<file path="src/rtl/dt_integrator_if.sv">
// Sample/limit/config bus of dt_integrator. The master drives the dT stream and
// limits; the slave (the integrator) returns the reconstructed temperature and status.
interface dt_integrator_if;
    logic       init;
    logic [7:0] T_seed;
    logic [7:0] dT_in;
    logic       dt_valid;
    logic [2:0] k_dt;
    logic [7:0] t_min;
    logic [7:0] t_max;
    logic [7:0] T_out;
    logic       t_valid;
    logic       sat_hi;
    logic       sat_lo;
    logic       cfg_err;
    logic [7:0] sat_cnt;

    modport master (
        output init, T_seed, dT_in, dt_valid, k_dt, t_min, t_max,
        input  T_out, t_valid, sat_hi, sat_lo, cfg_err, sat_cnt
    );

    modport slave (
        input  init, T_seed, dT_in, dt_valid, k_dt, t_min, t_max,
        output T_out, t_valid, sat_hi, sat_lo, cfg_err, sat_cnt
    );
endinterface

</file>
<file path="src/rtl/dt_integrator.sv">
// Saturating integrator rebuilding temperature from scaled dT samples.
// Optional: DT_INTEGRATOR_SATCNT_EN builds the clamp counter (sat_cnt); otherwise sat_cnt = 0.
module dt_integrator #(
    parameter int ACC_W = 16
) (
    input logic            clk,
    input logic            rst,
    dt_integrator_if.slave bus
);
    localparam logic [1:0] S_IDLE  = 2'd0;
    localparam logic [1:0] S_RUN   = 2'd1;
    localparam logic [1:0] S_FAULT = 2'd2;

    logic [1:0]              state_q, state_d;
    logic signed [ACC_W-1:0] acc_q, acc_d;
    logic                    tv_q, tv_d;
    logic                    hi_q, hi_d;
    logic                    lo_q, lo_d;

    logic signed [ACC_W-1:0] step_w;
    logic signed [ACC_W:0]   lim_lo_w, lim_hi_w, seed_w, sum_w;
    logic                    limits_bad, accept, over, under;

    // Everything is compared at ACC_W+1 bits so the sum can never wrap.
    assign lim_lo_w   = (ACC_W+1)'($signed(bus.t_min));
    assign lim_hi_w   = (ACC_W+1)'($signed(bus.t_max));
    assign seed_w     = (ACC_W+1)'($signed(bus.T_seed));
    assign step_w     = ACC_W'($signed(bus.dT_in)) <<< bus.k_dt;
    assign sum_w      = (ACC_W+1)'(acc_q) + (ACC_W+1)'(step_w);
    assign limits_bad = $signed(bus.t_min) > $signed(bus.t_max);
    assign accept     = (state_q == S_RUN) && bus.dt_valid && !bus.init && !limits_bad;
    assign over       = sum_w > lim_hi_w;
    assign under      = sum_w < lim_lo_w;

    always_comb begin
        state_d = state_q;
        acc_d   = acc_q;
        tv_d    = 1'b0;
        hi_d    = hi_q;
        lo_d    = lo_q;
        if (bus.init) begin
            // Seed is clamped too, so T_out never jumps outside the window.
            if (seed_w > lim_hi_w)      acc_d = lim_hi_w[ACC_W-1:0];
            else if (seed_w < lim_lo_w) acc_d = lim_lo_w[ACC_W-1:0];
            else                        acc_d = seed_w[ACC_W-1:0];
            hi_d    = 1'b0;
            lo_d    = 1'b0;
            state_d = (state_q == S_IDLE || !limits_bad) ? S_RUN : S_FAULT;
        end else if (state_q == S_RUN) begin
            if (limits_bad) begin
                state_d = S_FAULT;
            end else if (bus.dt_valid) begin
                tv_d = 1'b1;
                hi_d = over;
                lo_d = under;
                if (over)       acc_d = lim_hi_w[ACC_W-1:0];
                else if (under) acc_d = lim_lo_w[ACC_W-1:0];
                else            acc_d = sum_w[ACC_W-1:0];
            end
        end
    end

    always_ff @(posedge clk or posedge rst) begin
        if (rst) begin
            state_q <= S_IDLE;
            acc_q   <= '0;
            tv_q    <= 1'b0;
            hi_q    <= 1'b0;
            lo_q    <= 1'b0;
        end else begin
            state_q <= state_d;
            acc_q   <= acc_d;
            tv_q    <= tv_d;
            hi_q    <= hi_d;
            lo_q    <= lo_d;
        end
    end

`ifdef DT_INTEGRATOR_SATCNT_EN
    logic [7:0] cnt_q, cnt_d;

    always_comb begin
        cnt_d = cnt_q;
        if (bus.init)
            cnt_d = '0;
        else if (accept && (over || under) && cnt_q != 8'hFF)
            cnt_d = cnt_q + 8'd1;
    end

    always_ff @(posedge clk or posedge rst) begin
        if (rst) cnt_q <= '0;
        else     cnt_q <= cnt_d;
    end

    assign bus.sat_cnt = cnt_q;
`else
    assign bus.sat_cnt = '0;
`endif

    assign bus.T_out   = acc_q[7:0];
    assign bus.t_valid = tv_q;
    assign bus.sat_hi  = hi_q;
    assign bus.sat_lo  = lo_q;
    assign bus.cfg_err = (state_q == S_FAULT);

    // accept is only consumed by the optional counter
    logic unused_ok;
    assign unused_ok = accept;
endmodule
</file>
<file path="src/flat_wrapper.sv">
// flat-port wrapper written by rule: the top's interface ports become plain ports
module dt_integrator_flat 
#(
    parameter int ACC_W = 16
)
  (clk, rst, bus_init, bus_T_seed, bus_dT_in, bus_dt_valid, bus_k_dt, bus_t_min, bus_t_max, bus_T_out, bus_t_valid, bus_sat_hi, bus_sat_lo, bus_cfg_err, bus_sat_cnt);
  dt_integrator_if bus_i ();
  input logic clk;
  input logic rst;
  input wire logic [$bits(bus_i.init)-1:0] bus_init;
  input wire logic [$bits(bus_i.T_seed)-1:0] bus_T_seed;
  input wire logic [$bits(bus_i.dT_in)-1:0] bus_dT_in;
  input wire logic [$bits(bus_i.dt_valid)-1:0] bus_dt_valid;
  input wire logic [$bits(bus_i.k_dt)-1:0] bus_k_dt;
  input wire logic [$bits(bus_i.t_min)-1:0] bus_t_min;
  input wire logic [$bits(bus_i.t_max)-1:0] bus_t_max;
  output wire logic [$bits(bus_i.T_out)-1:0] bus_T_out;
  output wire logic [$bits(bus_i.t_valid)-1:0] bus_t_valid;
  output wire logic [$bits(bus_i.sat_hi)-1:0] bus_sat_hi;
  output wire logic [$bits(bus_i.sat_lo)-1:0] bus_sat_lo;
  output wire logic [$bits(bus_i.cfg_err)-1:0] bus_cfg_err;
  output wire logic [$bits(bus_i.sat_cnt)-1:0] bus_sat_cnt;
  assign bus_i.init = bus_init;
  assign bus_i.T_seed = bus_T_seed;
  assign bus_i.dT_in = bus_dT_in;
  assign bus_i.dt_valid = bus_dt_valid;
  assign bus_i.k_dt = bus_k_dt;
  assign bus_i.t_min = bus_t_min;
  assign bus_i.t_max = bus_t_max;
  assign bus_T_out = bus_i.T_out;
  assign bus_t_valid = bus_i.t_valid;
  assign bus_sat_hi = bus_i.sat_hi;
  assign bus_sat_lo = bus_i.sat_lo;
  assign bus_cfg_err = bus_i.cfg_err;
  assign bus_sat_cnt = bus_i.sat_cnt;
  dt_integrator #(.ACC_W(ACC_W)) u_core (.clk(clk), .rst(rst), .bus(bus_i));
endmodule
</file>
<file path="config.mk">
export PLATFORM = sky130hd
export DESIGN_NAME = dt_integrator_flat
export DESIGN_NICKNAME = d
export VERILOG_FILES = /design/src/rtl/dt_integrator_if.sv /design/src/rtl/dt_integrator.sv /design/src/flat_wrapper.sv
export SDC_FILE = /design/constraint.sdc
export NUM_CORES = 1
export LEC_CHECK = 0
export BUFFER_PORTS_ARGS = -buffer_cell sky130_fd_sc_hd__buf_2
export CAP_MARGIN = 30
export CORE_MARGIN = 2
export CORE_UTILIZATION = 55
export DETAILED_ROUTE_END_ITERATION = 7
export GPL_ROUTABILITY_DRIVEN = 0
export PLACE_DENSITY = 0.76
export SYNTH_ARGS = -nofsm -noshare
export SYNTH_HDL_FRONTEND = slang
export SYNTH_SLANG_ARGS = --single-unit
</file>
<file path="constraint.sdc">
create_clock -name clk -period 6.8 [get_ports clk]
set_input_delay 1.02 -clock clk [delete_from_list [all_inputs] [get_ports clk]]
set_output_delay 1.02 -clock clk [all_outputs]
set_load 0.03 [all_outputs]
</file>
# == Word-level counts from Yosys, hierarchy flattened ==
# Index checks and enable logic that the tools add are counted.
# op_classes
add_sub_neg,1
magnitude_cmp,5
eq_ne,3
n_shift,1
mux,24
reduce_logical,8
# ops
cell,n
16-bit two-way mux,8
16-bit by 16-bit adder with 17-bit output,1
17-bit by 8-bit > comparator with 1-bit output,1
17-bit by 8-bit < comparator with 1-bit output,1
8-bit > comparator,2
8-bit by 3-bit <<< shifter with 16-bit output,1
1-bit two-way mux,12
8-bit < comparator,1
2-bit two-way mux,4
2-bit nonzero test,3
3-bit AND reduction,1
2-bit by 1-bit equality test with 1-bit output (second input constant),1
2-bit equality test (second input constant),1
2-bit logical NOT,1
2-bit inequality test (second input constant),1
2-bit AND reduction,1
1-bit logical NOT,1
1-bit logical OR,1
# word_totals
regBits,21
in_bits,39
out_inout_bits,20
elab_cells,47

# == Depth between registers and ports, before layout ==
# Gate-level depths: netlist of the first run.
# depth
word_depth,9
ltp_mapped,22
depth_no_buf,20

# == Worst setup path after synthesis of the first run ==
# OpenSTA, ideal clock, no wires.
# synth_path
kind,in2reg
startpoint,in bus_k_dt[0]
endpoint,reg u_core.acc_q[11]
setup_time_ns,0.126
t_arrival_ns,5.247
t_required_ns,6.674
setup_slack_ns,1.427
cell_stages,18
cell_sequence,clkbuf_1 > mux2_2 > o21ai_0 > nor2_1 > ha_1 > o21a_1 > o31a_1 > o311a_1 > o21a_1 > o211ai_1 > ha_1 > a21o_1 > a211oi_2 > nor3b_2 > o211ai_2 > a221oi_4 > a21bo_1 > a221o_1
# synth_via
elab_chain_cells,9
# synth_rtl
item,line,rtl
"start, declared",flat_wrapper.sv:14,input wire logic [$bits(bus_i.k_dt)-1:0] bus_k_dt;
8-bit by 3-bit <<< shifter with 16-bit output (*),dt_integrator.sv:28,assign step_w = ACC_W'($signed(bus.dT_in)) <<< bus.k_dt;
16-bit by 16-bit adder with 17-bit output (*),dt_integrator.sv:29,assign sum_w = (ACC_W+1)'(acc_q) + (ACC_W+1)'(step_w);
17-bit by 8-bit < comparator with 1-bit output,dt_integrator.sv:33,assign under = sum_w < lim_lo_w;
16-bit two-way mux,dt_integrator.sv:57,else if (under) acc_d = lim_lo_w[ACC_W-1:0];
16-bit two-way mux (*),dt_integrator.sv:56,if (over) acc_d = lim_hi_w[ACC_W-1:0];
16-bit two-way mux (*),dt_integrator.sv:52,end else if (bus.dt_valid) begin
16-bit two-way mux (*),dt_integrator.sv:50,if (limits_bad) begin
16-bit two-way mux (*),dt_integrator.sv:49,end else if (state_q == S_RUN) begin
16-bit two-way mux (*),dt_integrator.sv:41,if (bus.init) begin
"end signal, assigned",dt_integrator.sv:66,acc_q <= '0;
"end signal, assigned",dt_integrator.sv:72,acc_q <= acc_d;
"end, declared",dt_integrator.sv:15,"logic signed [ACC_W-1:0] acc_q, acc_d;"
# Every way passes the cells marked *; elsewhere a longest branch is shown, timed or not. The select of a mux whose other input is x is not followed.
# A chain may end at the register's enable or synchronous reset.

# == Worst setup path in the final report of the first run ==
# layout_path
startpoint,in bus_k_dt[0]
endpoint,reg u_core.acc_q[9]
# The elaborated chain is that of the path after synthesis.

==> metrics.md, run 1 <==
| Metric | Value |
|---|---|
| Status | `finished, final reports clean` |
| Relative slew slack | `0.406` |
| Layout Nets | `624` |
| Diode count | `0` |
| Average size of a mapped cell | `8.14 um^2` |
| Area Overhead vs Synth | `6.97%` |
| Layout cells sized above 1 | `0.168` |
| Root buffer cell | `clkbuf_8` |
| H-Tree Level Count | `1` |
| Die height | `87.9 um` |
| DRT antenna net count | `0` |
| CP Capture Type | `flip-flop` |
| Antenna violations before repair | `0` |
| Placed Instances | `603` |
| DP HPWL | `8.37 mm` |
| Register area | `526 um^2` |
| Gr usage total | `0.262` |
| Vias in the first global route | `3592` |
| Largest cells by area after synthesis | `ha_1 23%, dfrtp_1 14%, mux2_2 4.1%, inv_1 3.9%, nand2_1 3.7%` |
| Starting Density | `0.570` |
| Count leader, synth | `ha_1` |
| Post-synth top cells | `72 x ha_1, 40 x inv_1, 38 x nand2_1, 29 x nor2_1, 25 x o21ai_0` |
| Share of Yosys cell area claimed by the top area cell type | `0.232` |
| TritonRoute pass-1 iters | `4` |
| Netlist Area Pre-Place | `0.00387 mm^2` |
| Io pins | `59` |
| Hold Crit Class | `flip-flop to flip-flop` |
| FFs w/ async S/R, synth | `1.00` |
| Post-synthesis sequential area ratio | `0.136` |
| Gr busiest metal | `met2` |
| Synth cell types | `68` |
| Setup slack after layout | `1.14 ns` |
| CTS Buf Count | `3` |
| Global Route met3 Usage | `0.0141` |
| Total Wirelength | `9.79 mm` |
| PortBufs | `50` |
| Core area | `0.00679 mm^2` |
| Vias per std cell | `6.10` |
| Largest net degree at the start of global routing | `22` |
| Post-Synthesis Cells | `476` |
| Post-CTS setup buffer count | `0` |
| Clock sinks | `21` |
| Gr ovfl total | `0` |
| M2 GR Usage | `0.438` |
| Final setup fails | `0` |
| Multi-input logic area | `0.00305 mm^2` |
| Die W | `87.9 um` |
| Routed len/inst | `16.1 um` |
| Reg clk slew, reported paths | `0.08 ns` |
| CP startpoint kind | `input pin` |
| GR Util met1 | `0.370` |
| Full die area | `0.00773 mm^2` |
| Yosys Warn Count | `0` |
| PD cells | `272 mW/mm^2` |
| Setup TNS | `0 ns` |
| Post-cts gate resize count | `0` |
| Via count | `3703` |
| Max-Cap Viols | `0` |
| Crit path DAT | `5.80 ns` |
| Maximum VDD drop | `127 uV` |
| Critical Path RT | `6.94 ns` |
| Post-layout min period | `5.66 ns` |
| Max Buffers Root-to-Sink | `2` |
| Worst Skew | `0.00850 ns` |
| Main synth FF type | `dfrtp_1` |
| Worst hold margin | `0.494 ns` |
| CTS tree | `done` |
| Final hold violations | `0` |
| # DRC | `0` |
| Fmax | `177 MHz` |
| Cell taking the most area after synthesis | `ha_1` |
| Period utilization | `0.833` |
| Number of synthesized flops with an enable pin | `0` |
| Final std cells w/o fill | `607` |
| Crit-path max FO | `14` |
| Critical path class | `input pin to flip-flop` |
| Row count | `30` |
| FF+latch count, synth | `21` |
| DRT iter0 DRCs | `169` |
| # fillers | `618` |
| First-pass GRT wire length | `16.4 mm` |
| Post-Place Worst Slack | `0.916 ns` |
| RSZ-0062 raised after global routing | `false` |
| Slew @ Worst Pin | `0.890 ns` |
| Worst skew pair latency | `0.26 ns` |
| Max-slew violations | `0` |
| Hold Buf Count CTS | `0` |
| Static Leak | `0.00204 uW` |
[critical path: stages]
cell and delay [ns]:
buf_2 0.22, mux2_2 0.37, o21ai_0 0.24, o22ai_1 0.12, ha_1 0.36, o21a_1 0.15
o31a_1 0.11, o311a_1 0.37, o21a_1 0.25, o211ai_1 0.35, ha_1 0.32, a21o_1 0.19
a22oi_1 0.18, a21oi_1 0.13, a211oi_4 0.61, inv_1 0.29, a21bo_1 0.24, a221o_1 0.28
[logic make-up (layout without fill, tap and decap cells)]
| family | count (synthesis) | in the layout | synth area share |
|---|---|---|---|
| AOI/OAI and AO/OA | 147 | 147 | 0.279 |
| and+or+nand+nor | 133 | 133 | 0.173 |
| adders and majority gates | 73 | 73 | 0.238 |
| buffers and inverters | 67 | 95 | 0.0843 |
| muxes | 25 | 25 | 0.0691 |
| DFF | 21 | 21 | 0.136 |
| xor gates and xnor gates | 9 | 9 | 0.0203 |
| other | 1 | 8 | 0.000968 |
[through the flow]
step | utilization | instance area [um^2] | power [uW]
6_report | 0.610 | 4150 | 1130
5_1_grt | 0.610 | 4150 | 1240
4_1_cts | 0.610 | 4150 | 1120
3_5_place_dp | 0.603 | 4100 | 1040
3_3_place_gp | 0.603 | 4100 | 1010
2_1_floorplan | - | 3900 | 867
[path summary, 6_finish.rpt]
kind,depth (start not counted),slack [ns],endpoint,from
max reg2reg,17,2.18,u_core.acc_q[9]$_DFFE_PP0P_,u_core.acc_q[0]$_DFFE_PP0P_
min in group asynchronous,2,0.88,u_core.state_q[0]$_DFFE_PP0P_,rst
min reg2reg,2,0.49,u_core.bus.sat_hi$_DFFE_PP0P_,u_core.bus.sat_hi$_DFFE_PP0P_
min,2,0.49,u_core.bus.sat_hi$_DFFE_PP0P_,u_core.bus.sat_hi$_DFFE_PP0P_
max,18,1.14,u_core.acc_q[9]$_DFFE_PP0P_,bus_k_dt[0]
max in group asynchronous,2,5.42,u_core.acc_q[11]$_DFFE_PP0P_,rst
[state kept, by name, summed over array words and instances, names as in the netlist]
signal	cells
u_core.acc_q	16
u_core.bus.sat_hi	1
u_core.bus.sat_lo	1
u_core.bus.t_valid	1
u_core.state_q	2
[cell usage in the layout, fill, tap and decap left out, drive strengths merged, types with 4 or more instances in the layout]
| cell | instances |
|---|---|
| a211oi | 11 |
| o211ai | 19 |
| inv | 41 |
| o21ai | 27 |
| a21o | 12 |
| nor3 | 10 |
| dfrtp | 21 |
| a32oi | 4 |
| mux2 | 14 |
| buf | 50 |
| mux2i | 11 |
| a221o | 5 |
| nand2 | 38 |
| nand2b | 4 |
| nor2 | 29 |
| nand3 | 18 |
| nand4 | 9 |
| a21oi | 24 |
| xnor2 | 7 |
| nor2b | 11 |
| conb | 8 |
| and3 | 4 |
| ha | 72 |
| o21a | 4 |
| o2111ai | 8 |
| o31ai | 4 |
[power breakdown]
group	total (uW)	switching [uW]	internal (uW)
Combinational	869	521	348
Sequential	179	27.1	152
Clock	79.9	39.2	40.7
Total	1130	587	541
[layer usage]
metal,share of wire,wire length [um]
met5,0,0
met4,0.011,112
met2,0.47,4580
met3,0.044,430
met1,0.48,4660
[area by class of cell]
type,instances,area share
Multi-Input combinational cell,395,0.736
Sequential cell,21,0.127
Clock buffer,3,0.00996
Timing Repair Buffer,50,0.0604
Inverter,41,0.0371
Tap cell,96,0.0290
Clock inverter,1,0.00121
Note: power is estimated with default switching activity, not from simulation.
==> run 2, diff against run 1 <==
--- a/config.mk
+++ b/config.mk
@@ -5,13 +5,14 @@
 export SDC_FILE = /design/constraint.sdc
 export NUM_CORES = 1
 export LEC_CHECK = 0
+export ABC_AREA = 1
 export BUFFER_PORTS_ARGS = -buffer_cell sky130_fd_sc_hd__buf_2
 export CAP_MARGIN = 30
 export CORE_MARGIN = 2
 export CORE_UTILIZATION = 55
 export DETAILED_ROUTE_END_ITERATION = 7
 export GPL_ROUTABILITY_DRIVEN = 0
-export PLACE_DENSITY = 0.76
+export PLACE_DENSITY = 0.75
 export SYNTH_ARGS = -nofsm -noshare
 export SYNTH_HDL_FRONTEND = slang
 export SYNTH_SLANG_ARGS = --single-unit
==> constraint.sdc (replaced) <==
create_clock -name clk -period 5.6 [get_ports clk]
set_input_delay 0.84 -clock clk [delete_from_list [all_inputs] [get_ports clk]]
set_output_delay 0.84 -clock clk [all_outputs]
set_load 0.03 [all_outputs]
==> run 2 against run 1 <==
Net effect:
- first-iteration DRC count grew 47%
- synthesized cell count grew 46%
- utilization is essentially flat
- flip-flop and latch count is the same
- via count grew 24%
- die area grew 8.1%
- clock skew is essentially flat
- critical path type unchanged
==> metrics.md, run 2 <==
| Metric | Value |
|---|---|
| Status | `finished, final reports clean` |
| Io pins | `59 (unchanged)` |
| CTS Buf Count | `3 (unchanged)` |
| Worst Skew | `0.00864 ns (+0.000145 ns)` |
| Largest net degree at the start of global routing | `22 (unchanged)` |
| Relative slew slack | `0.446 (+0.0398)` |
| Post-synth top cells | `241 x nand2_1, 98 x inv_1, 72 x ha_1, 66 x nand3_1, 44 x a21oi_1` |
| Slew @ Worst Pin | `0.830 ns (-0.0607 ns)` |
| Netlist Area Pre-Place | `0.00420 mm^2 (+8.5%)` |
| Post-Synthesis Cells | `697 (+46%)` |
| Period utilization | `0.815` |
| PD cells | `504 mW/mm^2 (+85%)` |
| Root buffer cell | `clkbuf_8` |
| Most common cell after layout, fill and taps aside | `nand2_1` |
| Critical path class | `input pin to flip-flop` |
| Static Leak | `0.00269 uW (+32%)` |
| CP Capture Type | `flip-flop` |
| Die W | `91.4 um (+4.0%)` |
| Average size of a mapped cell | `6.03 um^2 (-26%)` |
| Area Overhead vs Synth | `6.37%` |
| Max Buffers Root-to-Sink | `2 (unchanged)` |
| Hold Crit Class | `flip-flop to flip-flop` |
| Maximum VDD drop | `180 uV (+42%)` |
| Worst skew pair latency | `0.27 ns (about the same)` |
| Crit-path max FO | `9 (-5)` |
| Layout cells sized above 1 | `0.0955 (-0.0728)` |
| Largest regs | `u_core.acc_q: 16 flops, u_core.state_q: 2 flops` |
| Via count | `4594 (+24%)` |
| End of the critical path | `u_core.acc_q[13]$_DFFE_PP0P_` |
| H-Tree Level Count | `1 (unchanged)` |
| Full die area | `0.00836 mm^2 (+8.1%)` |
| Max incr delay on CP | `0.41 ns (-0.20 ns)` |
| Critical R2R Launch | `u_core.acc_q[0]$_DFFE_PP0P_` |
| Post-cts gate resize count | `0 (unchanged)` |
| FF+latch count, synth | `21 (unchanged)` |
| FFs w/ async S/R, synth | `1.00 (unchanged)` |
| Core area | `0.00733 mm^2 (+7.9%)` |
| Worst Path Buf+Inv | `6 (+4)` |
| Total power | `2250 uW (+100%)` |
| Number of synthesized flops with an enable pin | `0 (unchanged)` |
| Setup TNS | `0 ns (unchanged)` |
| # DRC | `0 (unchanged)` |
| Final hold violations | `0 (unchanged)` |
| Crit path DAT | `4.76 ns (-1.04 ns)` |
| Worst Setup SP | `bus_k_dt[0]` |
| TritonRoute pass-1 iters | `4 (unchanged)` |
| Starting Density | `0.573 (+0.00313)` |
| Main synth FF type | `dfrtp_1` |
| Diode count | `0 (unchanged)` |
| Die height | `91.4 um (+4.0%)` |
| CP startpoint kind | `input pin` |
| Count leader, synth | `nand2_1` |
| Total Wirelength | `11.6 mm (+19%)` |
| DRT iter0 DRCs | `249 (+47%)` |
| Clock sinks | `21 (unchanged)` |
| Share of Yosys cell area claimed by the top area cell type | `0.215 (-0.0173)` |
| Vias in the first global route | `4287 (+19%)` |
| Largest cells by area after synthesis | `nand2_1 22%, ha_1 21%, dfrtp_1 13%, inv_1 8.8%, nand3_1 7.9%` |
| Post-synthesis sequential area ratio | `0.125 (-0.0106)` |
| Worst R2R Path Depth | `25 (+8)` |
| Crit path depth | `29 (+11)` |
| Antenna violations before repair | `0 (unchanged)` |
| Leading cell types in the layout, fill and taps excluded | `241 x nand2_1, 98 x inv_1, 72 x ha_1` |
| Final setup fails | `0 (unchanged)` |
| Gr ovfl total | `0 (unchanged)` |
| Routed len/inst | `14.0 um (-13%)` |
| Hold Buf Count CTS | `0 (unchanged)` |
| Cell taking the most area after synthesis | `nand2_1` |
| Post-CTS setup buffer count | `0 (unchanged)` |
| Layout Nets | `846 (+36%)` |
| RSZ-0062 raised after global routing | `false` |
| First-pass GRT wire length | `19.5 mm (+19%)` |
| DP HPWL | `9.93 mm (+19%)` |
| Critical Path RT | `5.79 ns (-1.15 ns)` |
| CTS tree | `done` |
| Post-layout min period | `4.56 ns` |
| Max-slew violations | `0 (unchanged)` |
| Row count | `31 (+3.3%)` |
| Synth cell types | `40 (-41%)` |
| CP max-delay cell | `fa_1` |
| Most flops, register | `u_core.acc_q` |
| Fmax | `219 MHz` |
| Max reg flops | `16 (unchanged)` |
| R2R Path End | `u_core.acc_q[13]$_DFFE_PP0P_` |
| Delay-heaviest family, CP | `simple AND/OR/NAND/NOR gates` |
| Max-Cap Viols | `0 (unchanged)` |
| PortBufs | `50 (unchanged)` |
| DRT antenna net count | `0 (unchanged)` |
| Gr usage total | `0.282 (+0.0198)` |
| CP dominant cell by count | `nand2_1` |
| Yosys Warn Count | `0 (unchanged)` |
| Reg clk slew, reported paths | `0.08 ns (about the same)` |
| Vias per std cell | `5.52 (-9.5%)` |
| Register-to-register setup slack | `1.77 ns (-0.41 ns)` |
[run 2: cell count changes in the layout (fill, tap and decap cells not counted), sizes merged, moves of 7 or more]
| cell | change |
|---|---|
| nand2 | +207 |
| inv | +57 |
| nand3 | +51 |
| a21oi | +21 |
| mux2 | -14 |
| a211oi | -11 |
| nor2 | +11 |
| nor2b | -11 |
| a21o | -10 |
| mux2i | -10 |
| o2111ai | -8 |
| o211ai | -7 |
[run 2: power breakdown]
| part | switching [uW] | internal [uW] |
|---|---|---|
| clock | 53.0 | 49.7 |
| combinational | 1240 | 645 |
| sequential | 56.4 | 210 |
| total | 1350 | 904 |
[run 2: routing by layer]
metal,wire [um],part of all wire,global-route usage,vias up
met4,215,0.018,0.0581,0
met1,5220,0.45,0.361,2107
li1,-,-,-,2334
met5,0,0,0,-
met2,5740,0.49,0.512,135
met3,469,0.040,0.0249,18
[run 2: kinds of logic after synthesis]
kind of cell    share of synthesized area
simple gates                        0.379
buf+inv                             0.133
compound gates                      0.127
fa+ha+maj                           0.219
flops                               0.125
xor+xnor                           0.0146
other cells                      0.000892
mux                               0.00238
[run 2: worst min path at each step]
stage	cells after the start	startpoint	end	slack, ns
6_report	2	u_core.bus.sat_lo$_DFFE_PP0P_	u_core.bus.sat_lo$_DFFE_PP0P_	0.51
5_1_grt	2	u_core.bus.sat_hi$_DFFE_PP0P_	u_core.bus.sat_hi$_DFFE_PP0P_	0.55
3_5_place_dp	2	u_core.bus.sat_lo$_DFFE_PP0P_	u_core.bus.sat_lo$_DFFE_PP0P_	0.48
4_1_cts	2	u_core.bus.sat_lo$_DFFE_PP0P_	u_core.bus.sat_lo$_DFFE_PP0P_	0.51
3_3_place_gp	2	u_core.bus.sat_lo$_DFFE_PP0P_	u_core.bus.sat_lo$_DFFE_PP0P_	0.48
2_1_floorplan	2	u_core.state_q[0]$_DFFE_PP0P_	u_core.state_q[0]$_DFFE_PP0P_	0.49
[run 2: stage by stage]
step                area [um^2]  hold WS (ns)  std cells  setup WS [ns]  utilization
finish                     4470         0.510        832           1.04        0.610
global route               4470         0.547        832          0.473        0.610
CTS                        4470         0.508        832           1.09        0.610
detailed placement         4430         0.480        828          0.819        0.604
global placement           4430         0.481        828          0.977        0.604
floorplan                  4230         0.492        704           1.32            -
[run 2: worst min-delay path: stages (launching register included)]
cell	delay [ns]
dfrtp_1	0.35
nand2_1	0.05
o21ai_0	0.07
[run 2: area by class of cell]
type,instances,area (um^2)
clock inverter,1,5.00
multi-input combinational,558,3150
clock buffer,3,41.3
fill,724,2860
tap,99,124
sequential,21,526
timing repair buffer,51,258
inverter,99,372
